===== src/rtl/pipe_controller.sv =====
// ID/EX pipeline controller: decode, load-use stall, multi-cycle M-extension hold
// and branch-redirect flushing for a 5-stage RV32 pipeline.
module pipe_controller #(
  parameter int MD_LAT  = 4,
  parameter int EN_MEXT = 1
) (
  input  logic        clk,
  input  logic        reset,
  input  logic        id_valid,
  input  logic [31:0] id_instr,
  input  logic        ex_redirect,
  output logic        id_stall,
  output logic        flush_ifid,
  output logic        ex_valid,
  output logic [12:0] ex_ctrl,
  output logic [4:0]  ex_rd,
  output logic        md_busy
);

  typedef enum logic {RUN, MD} state_t;

  localparam logic [6:0] OP_R     = 7'b0110011;
  localparam logic [6:0] OP_IALU  = 7'b0010011;
  localparam logic [6:0] OP_LW    = 7'b0000011;
  localparam logic [6:0] OP_SW    = 7'b0100011;
  localparam logic [6:0] OP_BR    = 7'b1100011;
  localparam logic [6:0] OP_JAL   = 7'b1101111;
  localparam logic [6:0] OP_JALR  = 7'b1100111;
  localparam logic [6:0] OP_AUIPC = 7'b0010111;
  localparam logic [6:0] OP_LUI   = 7'b0110111;

  localparam logic [3:0] MD_LOAD = 4'(MD_LAT - 1);

  state_t      state, state_next;
  logic [3:0]  count, count_next;
  logic        ex_valid_next;
  logic [12:0] ex_ctrl_next;
  logic [4:0]  ex_rd_next;

  logic [6:0]  opcode;
  logic [4:0]  rs1, rs2;
  logic [12:0] dec_ctrl;
  logic        use_rs1, use_rs2;
  logic        load_use, md_hold;
  logic        unused_funct3;

  assign opcode        = id_instr[6:0];
  assign rs1           = id_instr[19:15];
  assign rs2           = id_instr[24:20];
  assign unused_funct3 = ^id_instr[14:12];

  always_comb begin
    dec_ctrl = '0;
    use_rs1  = 1'b0;
    use_rs2  = 1'b0;
    unique case (opcode)
      OP_R: begin
        dec_ctrl[2]   = 1'b1;
        dec_ctrl[7:6] = 2'b10;
        dec_ctrl[12]  = (EN_MEXT == 1) && (id_instr[31:25] == 7'b0000001);
        use_rs1 = 1'b1;
        use_rs2 = 1'b1;
      end
      OP_IALU: begin
        dec_ctrl[0] = 1'b1;
        dec_ctrl[2] = 1'b1;
        use_rs1 = 1'b1;
      end
      OP_LW: begin
        dec_ctrl[3:0] = 4'b1111;
        use_rs1 = 1'b1;
      end
      OP_SW: begin
        dec_ctrl[0] = 1'b1;
        dec_ctrl[4] = 1'b1;
        use_rs1 = 1'b1;
        use_rs2 = 1'b1;
      end
      OP_BR: begin
        dec_ctrl[5]   = 1'b1;
        dec_ctrl[7:6] = 2'b01;
        use_rs1 = 1'b1;
        use_rs2 = 1'b1;
      end
      OP_JAL: begin
        dec_ctrl[8] = 1'b1;
        dec_ctrl[2] = 1'b1;
      end
      OP_JALR: begin
        dec_ctrl[9] = 1'b1;
        dec_ctrl[2] = 1'b1;
        use_rs1 = 1'b1;
      end
      OP_AUIPC: begin
        dec_ctrl[10] = 1'b1;
        dec_ctrl[2]  = 1'b1;
      end
      OP_LUI: begin
        dec_ctrl[11] = 1'b1;
        dec_ctrl[2]  = 1'b1;
      end
      default: dec_ctrl = '0;
    endcase
  end

  // The final MD cycle (count==0) behaves like RUN so the waiting ID instruction is consumed.
  assign md_hold  = (state == MD) && (count != 4'd0);
  assign load_use = ex_valid && ex_ctrl[3] && (ex_rd != 5'd0) && id_valid &&
                    ((use_rs1 && (rs1 == ex_rd)) || (use_rs2 && (rs2 == ex_rd)));

  assign flush_ifid = ex_redirect;
  assign id_stall   = !ex_redirect && (md_hold || load_use);
  assign md_busy    = (state == MD);

  always_comb begin
    state_next    = RUN;
    count_next    = 4'd0;
    ex_valid_next = 1'b0;
    ex_ctrl_next  = '0;
    ex_rd_next    = '0;
    if (ex_redirect) begin
      state_next = RUN;
    end else if (md_hold) begin
      state_next    = MD;
      count_next    = count - 4'd1;
      ex_valid_next = ex_valid;
      ex_ctrl_next  = ex_ctrl;
      ex_rd_next    = ex_rd;
    end else if (load_use) begin
      state_next = RUN;
    end else begin
      ex_valid_next = id_valid;
      ex_ctrl_next  = id_valid ? dec_ctrl : 13'd0;
      ex_rd_next    = id_instr[11:7];
      if (id_valid && dec_ctrl[12]) begin
        state_next = MD;
        count_next = MD_LOAD;
      end
    end
  end

  always_ff @(posedge clk) begin
    if (reset) begin
      state    <= RUN;
      count    <= 4'd0;
      ex_valid <= 1'b0;
      ex_ctrl  <= '0;
      ex_rd    <= '0;
    end else begin
      state    <= state_next;
      count    <= count_next;
      ex_valid <= ex_valid_next;
      ex_ctrl  <= ex_ctrl_next;
      ex_rd    <= ex_rd_next;
    end
  end

endmodule


===== config.mk =====
export PLATFORM = sky130hd
export DESIGN_NAME = pipe_controller
export DESIGN_NICKNAME = d
export VERILOG_FILES = /design/src/rtl/pipe_controller.sv
export SDC_FILE = /design/constraint.sdc
export NUM_CORES = 1
export LEC_CHECK = 0
export CAP_MARGIN = 20
export CORE_ASPECT_RATIO = 0.9
export CORE_MARGIN = 2
export CORE_UTILIZATION = 45
export CTS_CLUSTER_DIAMETER = 120
export DETAILED_ROUTE_END_ITERATION = 6
export DONT_BUFFER_PORTS = 1
export PLACE_DENSITY_LB_ADDON = 0.25
export SLEW_MARGIN = 20
export SYNTH_ARGS = -nofsm -noshare
export SYNTH_HDL_FRONTEND = slang
export SYNTH_SLANG_ARGS = --single-unit

===== constraint.sdc =====
create_clock -name clk -period 2.35 [get_ports clk]
set_input_delay 0.235 -clock clk [delete_from_list [all_inputs] [get_ports clk]]
set_output_delay 0.235 -clock clk [all_outputs]
set_load 0.005 [all_outputs]

# Word-level counts from Yosys, hierarchy flattened

Index checks and enable logic that the tools add are counted.

Register bits after elaboration: 24
Input bits: 36
Output and inout bits: 22
Logic and storage cells: 60

Add/subtract/negate cells: 1
Eq/ne operators: 12
Multiplexer cells: 23
Reductions and logical operators: 19

Operators with widths:

| cell                  | number |
|---|---|
| $mux W13              | 2 |
| $eq A7 B6 Y1 const B  | 3 |
| $eq A7 B7 Y1 const B  | 3 |
| $mux W1               | 16 |
| $eq A7 B5 Y1 const B  | 2 |
| $eq A5 B5 Y1          | 2 |
| $logic_and A1 B1 Y1   | 9 |
| $eq A7 B1 Y1 const B  | 1 |
| $eq A7 B2 Y1 const B  | 1 |
| $reduce_or A7 Y1      | 1 |
| $reduce_or A3 Y1      | 2 |
| $reduce_or A6 Y1      | 1 |
| $mux W5               | 1 |
| $reduce_bool A5 Y1    | 1 |
| $mux W2               | 2 |
| $mux W4               | 1 |
| $pmux W2 S2           | 1 |
| $reduce_bool A4 Y1    | 1 |
| $sub A4 B1 Y4 const B | 1 |
| $logic_or A1 B1 Y1    | 2 |
| $reduce_or A2 Y1      | 1 |
| $logic_not A1 Y1      | 1 |

# Logic depth before layout (Yosys ltp)

Gate-level depths: netlist of run 1.

Word-level depth: 8
Gate-level depth with buffers: 8
Depth with buffers taken out: 7

# Worst setup path after synthesis of run 1

Ideal clock, no wire load.

Path kind: flip-flop to output port
Start point: register ex_rd[1]
End point: output port id_stall
Data arrival time: 1.392 ns
Data required time: 2.115 ns
Setup slack: 0.723 ns
Cell stages (with the launch flop): 5
Cells stage by stage: dfxtp_1 > or4_1 > o21a_1 > o2111a_4 > o21ba_2

Word-level cells in the longest chain between the ends: 6
Elaborated cells between the ends (all ways): 11

Ends and longest elaborated chain:

| item                                                      | RTL line | source |
|---|---|---|
| start: declaration                                        | 16       | `output logic [4:0] ex_rd,` |
| start signal: assignment                                  | 154      | `ex_rd <= ex_rd_next;` |
| $eq A5 B5 Y1 or $reduce_bool A5 Y1 (tied branches)        | 109, 108 |  |
| $logic_and A1 B1 Y1, on equally long branches             | 109, 108 |  |
| $logic_or A1 B1 Y1 or $logic_and A1 B1 Y1 (tied branches) | 109, 108 |  |
| $logic_and A1 B1 Y1 (*)                                   | 108      | `assign load_use = ex_valid && ex_ctrl[3] && (ex_rd != 5'd0) && id_valid &&` |
| $logic_or A1 B1 Y1 (*)                                    | 112      | `assign id_stall = !ex_redirect && (md_hold \|\| load_use);` |
| $logic_and A1 B1 Y1 (*)                                   | 112      |  |
| end: declaration                                          | 12       | `output logic id_stall,` |

Every way passes the cells marked *; elsewhere a longest branch is shown, timed or not.

# Worst setup path after layout of run 1

Start point: register ex_rd[0]
End point: output port id_stall

Same word-level chain as after synthesis.

==> results of run 1 <==
[cells in the final DEF (no fill, tap or decap), drive strengths merged]
master / instances
xor2: 4
o21a: 2
xnor2: 7
and2: 1
o21ba: 1
or3: 1
nor3: 5
nand4: 4
nor2b: 1
or2: 1
o2111a: 1
o21ai: 22
clkbuf: 3
nand3: 26
o21bai: 1
clkinv: 1
or4: 3
nand2b: 3
dfxtp: 23
and3: 1
nor4: 1
nand2: 12
nand3b: 1
ha: 1
a21boi: 1
nor2: 11
a21oi: 3
buf: 7
inv: 2
[metrics by stage]
stage,setup slack (ns),instance area [sq um],hold slack (ns),power [mW]
floorplan,0.723,1190,0.381,0.449
global placement,0.504,1200,0.390,0.454
detailed placement,0.479,1200,0.395,0.455
CTS,0.107,1230,0.0447,0.640
global route,0.123,1260,0.0322,0.662
finish,0.293,1260,0.0538,0.631
[cells by family (layout without fill, tap and decap cells)]
| family | count (synthesis) | after routing | share of synthesized area, % |
|---|---|---|---|
| AOI/OAI and AO/OA | 31 | 31 | 18.1 |
| adders and majority gates | 1 | 1 | 1.05 |
| and+or+nand+nor | 71 | 71 | 30.0 |
| xor gates and xnor gates | 11 | 11 | 8.09 |
| buffers and inverters | 9 | 13 | 4.10 |
| DFF | 23 | 23 | 38.7 |
[metal layers]
| layer | track usage, % | vias to the layer above | wire length (um) |
|---|---|---|---|
| met3 | 5.68 | 4 | 201 |
| met2 | 33.9 | 35 | 1360 |
| li1 | - | 523 | - |
| met1 | 24.5 | 498 | 1210 |
| met5 | 0 | - | 0 |
| met4 | 5.81 | 0 | 21 |
[worst max-delay path, cell delays in order, from the launching register on]
cell and delay [ns]:
dfxtp_1 0.48, xnor2_1 0.16, nand3_1 0.10, nor4_1 0.32, o2111a_4 0.30, o21ba_2 0.15
[power groups by stage]
stage / Combinational (mW) / Sequential [mW] / Clock (mW)
2_1_floorplan: 0.0404 / 0.408 / 0
3_3_place_gp: 0.0440 / 0.410 / 0
3_5_place_dp: 0.0451 / 0.410 / 0
4_1_cts: 0.0455 / 0.402 / 0.193
5_1_grt: 0.0514 / 0.403 / 0.208
6_report: 0.0452 / 0.402 / 0.184
[what timing repair did]
| item | in CTS | in global routing |
|---|---|---|
| buffers inserted | 0 | 5 |
| hold endpoints to repair | 0 | 0 |
| endpoints found under the setup margin | 0 | 1 |
[final cells by class]
class / count / area [sq um] / share of cell area [%]
multi-input cells: 114 / 682 / 53.9
inverters: 2 / 7.51 / 0.593
clock buffers: 3 / 22.5 / 1.78
flip-flops and latches: 23 / 460 / 36.4
repair buffers: 7 / 52.6 / 4.15
clock inverters: 1 / 5.00 / 0.396
well taps: 28 / 35.0 / 2.77
[worst min-delay path by stage]
stage	to	slack [ns]	depth (start not counted)
after floorplan	ex_ctrl[7]	0.38	2
after global placement	ex_ctrl[7]	0.39	2
after detailed placement	ex_ctrl[7]	0.39	2
after CTS	ex_rd[0]	0.04	2
after global routing	ex_rd[3]	0.03	2
final	ex_rd[3]	0.05	2
[flip-flops by register name, summed over array words and instances (netlist names)]
| name | count |
|---|---|
| md_busy | 1 |
| count | 4 |
| ex_rd | 5 |
| ex_ctrl | 12 |
| ex_valid | 1 |
==> impl_metrics.json, run 1 <==
{
  "setup_tns_ns": 0,
  "startpoint": "ex_rd[0]",
  "grt_max_degree": 20,
  "final_util_pct": 50.8,
  "totalWireLength_um": 2800,
  "syn_nets": 183,
  "yosysMostFrequentCell": "nand3_1",
  "cts_resized": 0,
  "fmax_mhz": 486,
  "synthTopCellsByArea": "dfxtp_1, nand3_1, o21ai_2, xnor2_1, o21ai_0",
  "io-pin-count": 58,
  "slew_headroom_pct": 51.5,
  "antenna_found_initial": 0,
  "timing.critical_path.to": "id_stall",
  "die_y_um": 52.8,
  "slew_viol_final": 0,
  "die_area_sq_mm": 0.00308,
  "p_sw_share_pct": 23.7,
  "status": "complete, no violations",
  "setup_viol": 0,
  "overflow": 0,
  "fill_cells": 261,
  "core_area_sq_mm": 0.00249,
  "power.density_mw_per_mm2": 499,
  "p_leak_nw": 0.470,
  "yosys_register_bits": 23,
  "period_share_pct": 87.5,
  "reg2reg_depth": 7,
  "numCtsBuffers": 3,
  "comb_power_share_pct": 7.2,
  "finalWeightedCongestion": 0.779,
  "post-dp-hpwl_um": 2070,
  "vias_per_cell": 5.96,
  "netlist.area_leader.share_pct": 38.7,
  "internal_power_uw": 481,
  "row_count": 17,
  "synth_edf_count": 0,
  "cts.sinks": 23,
  "vias": 1060,
  "nets": 188,
  "r2r_end": "ex_ctrl[12]",
  "syn_area_sq_mm": 0.00119,
  "crit_required_ns": 2.12,
  "cts_root_buf": "clkbuf_4",
  "clockBufferDepth": 2,
  "async_flop_share_pct": 0,
  "p_switching_uw": 150,
  "rrSetupSlack_ns": 0.48,
  "ys_warn_count": 0,
  "port_buffers": 0,
  "maxCapViolCount": 0,
  "antenna_cells": 0,
  "cp-start-kind": "flip-flop",
  "cts_tree": "done",
  "p_clk_share_pct": 29.2,
  "criticalPathCategory": "reg2out",
  "die_w_um": 58.2,
  "worstMarginPinSlew_ns": 0.722,
  "yosysTopAreaCell": "dfxtp_1",
  "fin_skew_ns": 0.00402,
  "cp-end-kind": "output pin",
  "synth_cells": 146,
  "grt_pass1_wl_um": 4650,
  "cts.hold.buffers_added": 0,
  "pwr-share-seq_pct": 63.7,
  "r2r_start": "count[0]",
  "clk_latency_ns": 0.31,
  "drc": 0,
  "track_usage_pct": 19.9,
  "grt_setup_unrepaired": "false",
  "area_growth_pct": 6.20,
  "min-delay-start": "id_instr[10]",
  "final_antenna_net_count": 0,
  "placed_cells": 169,
  "layout.cells.non_filler": 178,
  "hold_viol": 0,
  "peakVddDrop_mv": 0.294,
  "cp_max_fo": 8,
  "clkTransAtPathRegs_ns": 0.13,
  "syn_avg_cell_area_sq_um": 8.16,
  "finalCriticalPeriod_ns": 2.06,
  "drive_gt1_share_pct": 15.3,
  "yosys_most_used_dff": "dfxtp_1",
  "htree_levels": 1,
  "grt_pass1_vias": 1037,
  "drt_iter0_drc": 23,
  "hp-class": "in2reg",
  "netlist-cell-type-count": 32,
  "wire_per_inst_um": 15.7,
  "seq_area_frac_synth_pct": 38.7,
  "first_pass_iters": 4,
  "yosys-top-cells-count": "nand3_1, dfxtp_1, nand2_1",
  "start_util_pct": 47.9,
  "worstPathArrival_ns": 1.82
}
No activity file was read; power rests on OpenSTA's default activity.
==> inputs of run 2 (changes only) <==
Settings changed: GPL_TIMING_DRIVEN from default to 0.
==> run 2 against run 1 <==
Effect of this change: register-to-register slack better by 0.02 ns; critical path type unchanged; via count down 0.19%; fmax about the same; clock skew about the same; worst hold slack better by 0.00066 ns; largest power group unchanged; sequential share of layout area up 0.36 points.
==> impl_metrics.json, run 2 (same netlist as run 1, synthesis figures left out) <==
{
  "status": "complete, no violations",
  "hold_viol": 0,
  "grt_pass1_vias": 964,
  "maxCapViolCount": 0,
  "regMostFlops": "ex_ctrl",
  "io-pin-count": 58,
  "pre_cts_ws_ns": 0.557,
  "vias": 1058,
  "post-dp-hpwl_um": 2100,
  "cp-end-kind": "output pin",
  "die_area_sq_mm": 0.00308,
  "grt_pass1_wl_um": 4220,
  "fmax_mhz": 486,
  "grt_setup_unrepaired": "false",
  "row_count": 17,
  "period_share_pct": 87.6,
  "reg2reg_depth": 8,
  "largest_register_ffs": 12,
  "overflow": 0,
  "criticalPathCategory": "reg2out",
  "top_regs": "ex_ctrl (12), ex_rd (5), count (4)",
  "cts_resized": 0,
  "antenna_found_initial": 0,
  "crit_required_ns": 2.12,
  "core_area_sq_mm": 0.00249,
  "fin_skew_ns": 0.00421,
  "final_antenna_net_count": 0,
  "totalWireLength_um": 2730,
  "min_path_cells": 2,
  "clkTransAtPathRegs_ns": 0.13,
  "layout_common_cells": "nand3_1, dfxtp_1, nand2_1, nor2_1, o21ai_0",
  "cts_setup_buffers": 0,
  "slew_viol_final": 0,
  "whs_ns": 0.0544,
  "final_util_pct": 50.3,
  "track_usage_pct": 18.5,
  "drive_gt1_share_pct": 12.0,
  "htree_levels": 1,
  "clockBufferDepth": 2,
  "die_y_um": 52.8,
  "setup_tns_ns": 0,
  "final_common_cell": "nand3_1",
  "hp-class": "in2reg",
  "clk_latency_ns": 0.31,
  "vias_per_cell": 5.94,
  "p_leak_nw": 0.451,
  "cts_root_buf": "clkbuf_4",
  "finalCriticalPeriod_ns": 2.06,
  "worst_slack_ns": 0.292,
  "wire_per_inst_um": 15.3,
  "cp-start-kind": "flip-flop",
  "peakVddDrop_mv": 0.258,
  "finalWeightedCongestion": 0.775,
  "cts.hold.buffers_added": 0,
  "start_util_pct": 47.9,
  "die_w_um": 58.2,
  "cts.sinks": 23,
  "nets": 188,
  "area_growth_pct": 5.15,
  "slew_headroom_pct": 52.8,
  "grt_max_degree": 13,
  "port_buffers": 0,
  "drt_iter0_drc": 44,
  "antenna_cells": 0,
  "power.density_mw_per_mm2": 507,
  "drc": 0,
  "power_uw": 634,
  "worstMarginPinSlew_ns": 0.703,
  "cp_max_fo": 10,
  "numCtsBuffers": 3,
  "cts_tree": "done",
  "setup_viol": 0,
  "first_pass_iters": 4,
  "worstPathArrival_ns": 1.82
}
==> run 2: cell types whose count changed in the layout (fill, tap and decap cells not counted) <==
cell      before  now
clkbuf_1       0    5
buf_6          0    1
buf_4          7    2
clkinv_2       1    0
==> run 2: final cells by class <==
class | instances | area [sq um]
plain buffers | 7 | 41.3
fillers | 247 | 1240
multi-input cells | 114 | 682
inverters | 2 | 7.51
flip-flops and latches | 23 | 460
well taps | 28 | 35.0
clock buffers | 4 | 26.3
==> run 2: metrics by stage <==
stage	area, sq um	std cells
after floorplan	1190	146
after global routing	1250	178
after detailed placement	1230	174
final	1250	178
after global placement	1230	174
after CTS	1250	178
==> run 2: routing by layer <==
| layer | part of all wire, % | vias to the layer above | track usage [%] | routed length (um) |
|---|---|---|---|---|
| met4 | 1.3 | 0 | 6.98 | 36 |
| met3 | 7.4 | 5 | 5.68 | 202 |
| met5 | 0 | - | 0 | 0 |
| li1 | - | 526 | - | - |
| met2 | 45 | 40 | 29.5 | 1240 |
| met1 | 46 | 487 | 23.5 | 1250 |
==> run 2: final timing paths <==
path	end	start	slack, ns
max reg2reg	ex_ctrl[0]	count[0]	0.50
min	ex_valid	id_valid	0.05
max	id_stall	ex_rd[0]	0.29
min reg2reg	ex_ctrl[12]	ex_ctrl[12]	0.48
==> run 2: worst max-delay path, stage by stage (launching register included) <==
cell      delay [ns]
dfxtp_1         0.47
xnor2_1         0.15
nand3_1         0.10
nor4_1          0.30
o2111a_4        0.35
o21ba_2         0.15
==> run 2: power by group <==
| part | internal [mW] | total, mW | switching, mW | leakage, nW |
|---|---|---|---|---|
| registers | 0.394 | 0.401 | 0.00700 | 0.186 |
| clock network | 0.0663 | 0.186 | 0.120 | 0.0150 |
| logic | 0.0237 | 0.0471 | 0.0234 | 0.250 |
| total | 0.484 | 0.634 | 0.150 | 0.451 |
==> inputs of run 3 (changes only) <==
Settings changed: ABC_AREA from default to 1.
==> run 3 against run 2 <==
Effect of this change: total power down 1.1%; global-route usage down 1.2 points; final cell count up 12%; clock skew up 0.0027 ns; worst hold slack better by 0.019 ns; highest routed layer unchanged.
==> impl_metrics.json, run 3 <==
{
  "worstMarginPinSlew_ns": 0.288,
  "antenna_found_initial": 0,
  "crit_buf_inv": 1,
  "layout_common_cells": "nand2_1, inv_1, dfxtp_1, nand3_1, nor2_1",
  "period_share_pct": 81.0,
  "die_y_um": 52.9,
  "port_buffers": 0,
  "track_usage_pct": 17.4,
  "synth_edf_count": 0,
  "top_regs": "ex_ctrl (12), ex_rd (5), count (4)",
  "syn_area_sq_mm": 0.00120,
  "drc": 0,
  "yosysTopAreaCell": "dfxtp_1",
  "slew_headroom_pct": 80.6,
  "fin_skew_ns": 0.00690,
  "core_area_sq_mm": 0.00249,
  "netlist-cell-type-count": 24,
  "cts_tree": "done",
  "slew_viol_final": 0,
  "grt_pass1_vias": 990,
  "start_util_pct": 48.1,
  "numCtsBuffers": 3,
  "final_common_cell": "nand2_1",
  "cp-start-kind": "flip-flop",
  "setup_viol": 0,
  "synthTopCellsByArea": "dfxtp_1, nand2_1, inv_1, nand3_1, nor2_1",
  "drive_gt1_share_pct": 14.0,
  "hold_viol": 0,
  "peakVddDrop_mv": 0.400,
  "cts.sinks": 23,
  "clkTransAtPathRegs_ns": 0.12,
  "die_w_um": 58.4,
  "cts_resized": 0,
  "setup_tns_ns": 0,
  "hp-class": "in2reg",
  "final_antenna_net_count": 0,
  "wire_per_inst_um": 12.9,
  "netlist.area_leader.share_pct": 38.5,
  "post-dp-hpwl_um": 2120,
  "syn_nets": 205,
  "row_count": 17,
  "nets": 210,
  "grt_max_degree": 13,
  "finalCriticalPeriod_ns": 1.90,
  "criticalPathCategory": "reg2out",
  "yosys-top-cells-count": "nand2_1, dfxtp_1, inv_1",
  "cts_root_buf": "clkbuf_4",
  "vias_per_cell": 5.23,
  "totalWireLength_um": 2590,
  "cp_slowest_cell": "dfxtp_1",
  "yosys_most_used_dff": "dfxtp_1",
  "cts.hold.buffers_added": 0,
  "worstPathArrival_ns": 1.67,
  "io-pin-count": 58,
  "vias": 1046,
  "antenna_cells": 0,
  "cts_setup_buffers": 0,
  "yosysMostFrequentCell": "nand2_1",
  "grt_setup_unrepaired": "false",
  "ys_warn_count": 0,
  "cp-end-kind": "output pin",
  "final_util_pct": 50.6,
  "finalWeightedCongestion": 0.892,
  "cp_max_fo": 10,
  "slowest_delay_ns": 0.38,
  "regMostFlops": "ex_ctrl",
  "status": "complete, no violations",
  "maxCapViolCount": 0,
  "synth_cells": 168,
  "place_area_sq_mm": 0.00123,
  "drt_iter0_drc": 19,
  "clockBufferDepth": 2,
  "largest_register_ffs": 12,
  "yosys_register_bits": 23,
  "overflow": 0,
  "critPathTopFamily": "simple AND/OR/NAND/NOR gates",
  "grt_pass1_wl_um": 4060,
  "first_pass_iters": 4,
  "p_leak_nw": 0.557,
  "clk_latency_ns": 0.30,
  "crit_required_ns": 2.12,
  "area_growth_pct": 5.12,
  "syn_avg_cell_area_sq_um": 7.13,
  "fmax_mhz": 526,
  "worstPathCellList": "or2_2 -> a21oi_1 -> nand3_1 -> nand2_1 -> nand2_2 -> buf_6 -> a21oi_2",
  "stdcell_area_sq_mm": 0.00126,
  "die_area_sq_mm": 0.00309,
  "htree_levels": 1,
  "async_flop_share_pct": 0,
  "power.density_mw_per_mm2": 499,
  "seq_area_frac_synth_pct": 38.5
}
## run 3: cell types whose count changed after synthesis, sizes merged, moves of 3 or more
| cell | before | now |
|---|---|---|
| nand2 | 12 | 36 |
| inv | 2 | 24 |
| nand3 | 26 | 17 |
| nor2 | 11 | 20 |
| o21ai | 22 | 16 |
| a21oi | 3 | 8 |
| xnor2 | 7 | 2 |
| clkbuf | 4 | 0 |
| nor3 | 5 | 1 |
| nand2b | 3 | 0 |
| or4 | 3 | 0 |
## run 3: layout make-up
type | count | area (sq um)
Sequential cell | 23 | 460
Clock buffer | 4 | 26.3
Multi-Input combinational cell | 116 | 611
Inverter | 24 | 90.1
Fill cell | 254 | 1230
Buffer | 5 | 36.3
Tap cell | 28 | 35.0
## run 3: logic make-up after synthesis
family          share of synthesized area [%]
fa+ha+maj                                1.04
buf+inv                                  10.6
xor+xnor                                 5.85
simple gates                             32.5
flops                                    38.5
compound gates                           11.6
## run 3: final timing paths
kind	end	start	slack [ns]	cells after the start
max reg2reg	ex_ctrl[3]	count[0]	0.80	8
min reg2reg	ex_ctrl[7]	ex_ctrl[7]	0.49	2
max	id_stall	ex_rd[1]	0.45	7
min	ex_rd[4]	id_instr[11]	0.07	2
## run 3: through the flow
stage | hold WS, ns | cells | setup WS, ns | power, mW
after detailed placement | 0.390 | 196 | 0.783 | 0.457
after floorplan | 0.381 | 168 | 0.920 | 0.448
after global routing | 0.0585 | 200 | 0.347 | 0.654
after global placement | 0.385 | 196 | 0.792 | 0.455
after CTS | 0.0694 | 200 | 0.432 | 0.631
final | 0.0733 | 200 | 0.447 | 0.628
## run 3: routing by layer
metal  share of wire [%]  wire (um)  GRT usage [%]  vias up
met5                   0          0              0        -
met4                0.66         17           5.81        0
met3                 9.7        250           4.89        2
met2                  44       1140           30.0       42
met1                  46       1180           20.7      460
li1                    -          -              -      542
## run 3: power breakdown
group	total [mW]	internal (mW)	switching, mW
combinational	0.0468	0.0197	0.0271
sequential	0.400	0.394	0.00601
clock	0.181	0.0661	0.115
total	0.628	0.480	0.148
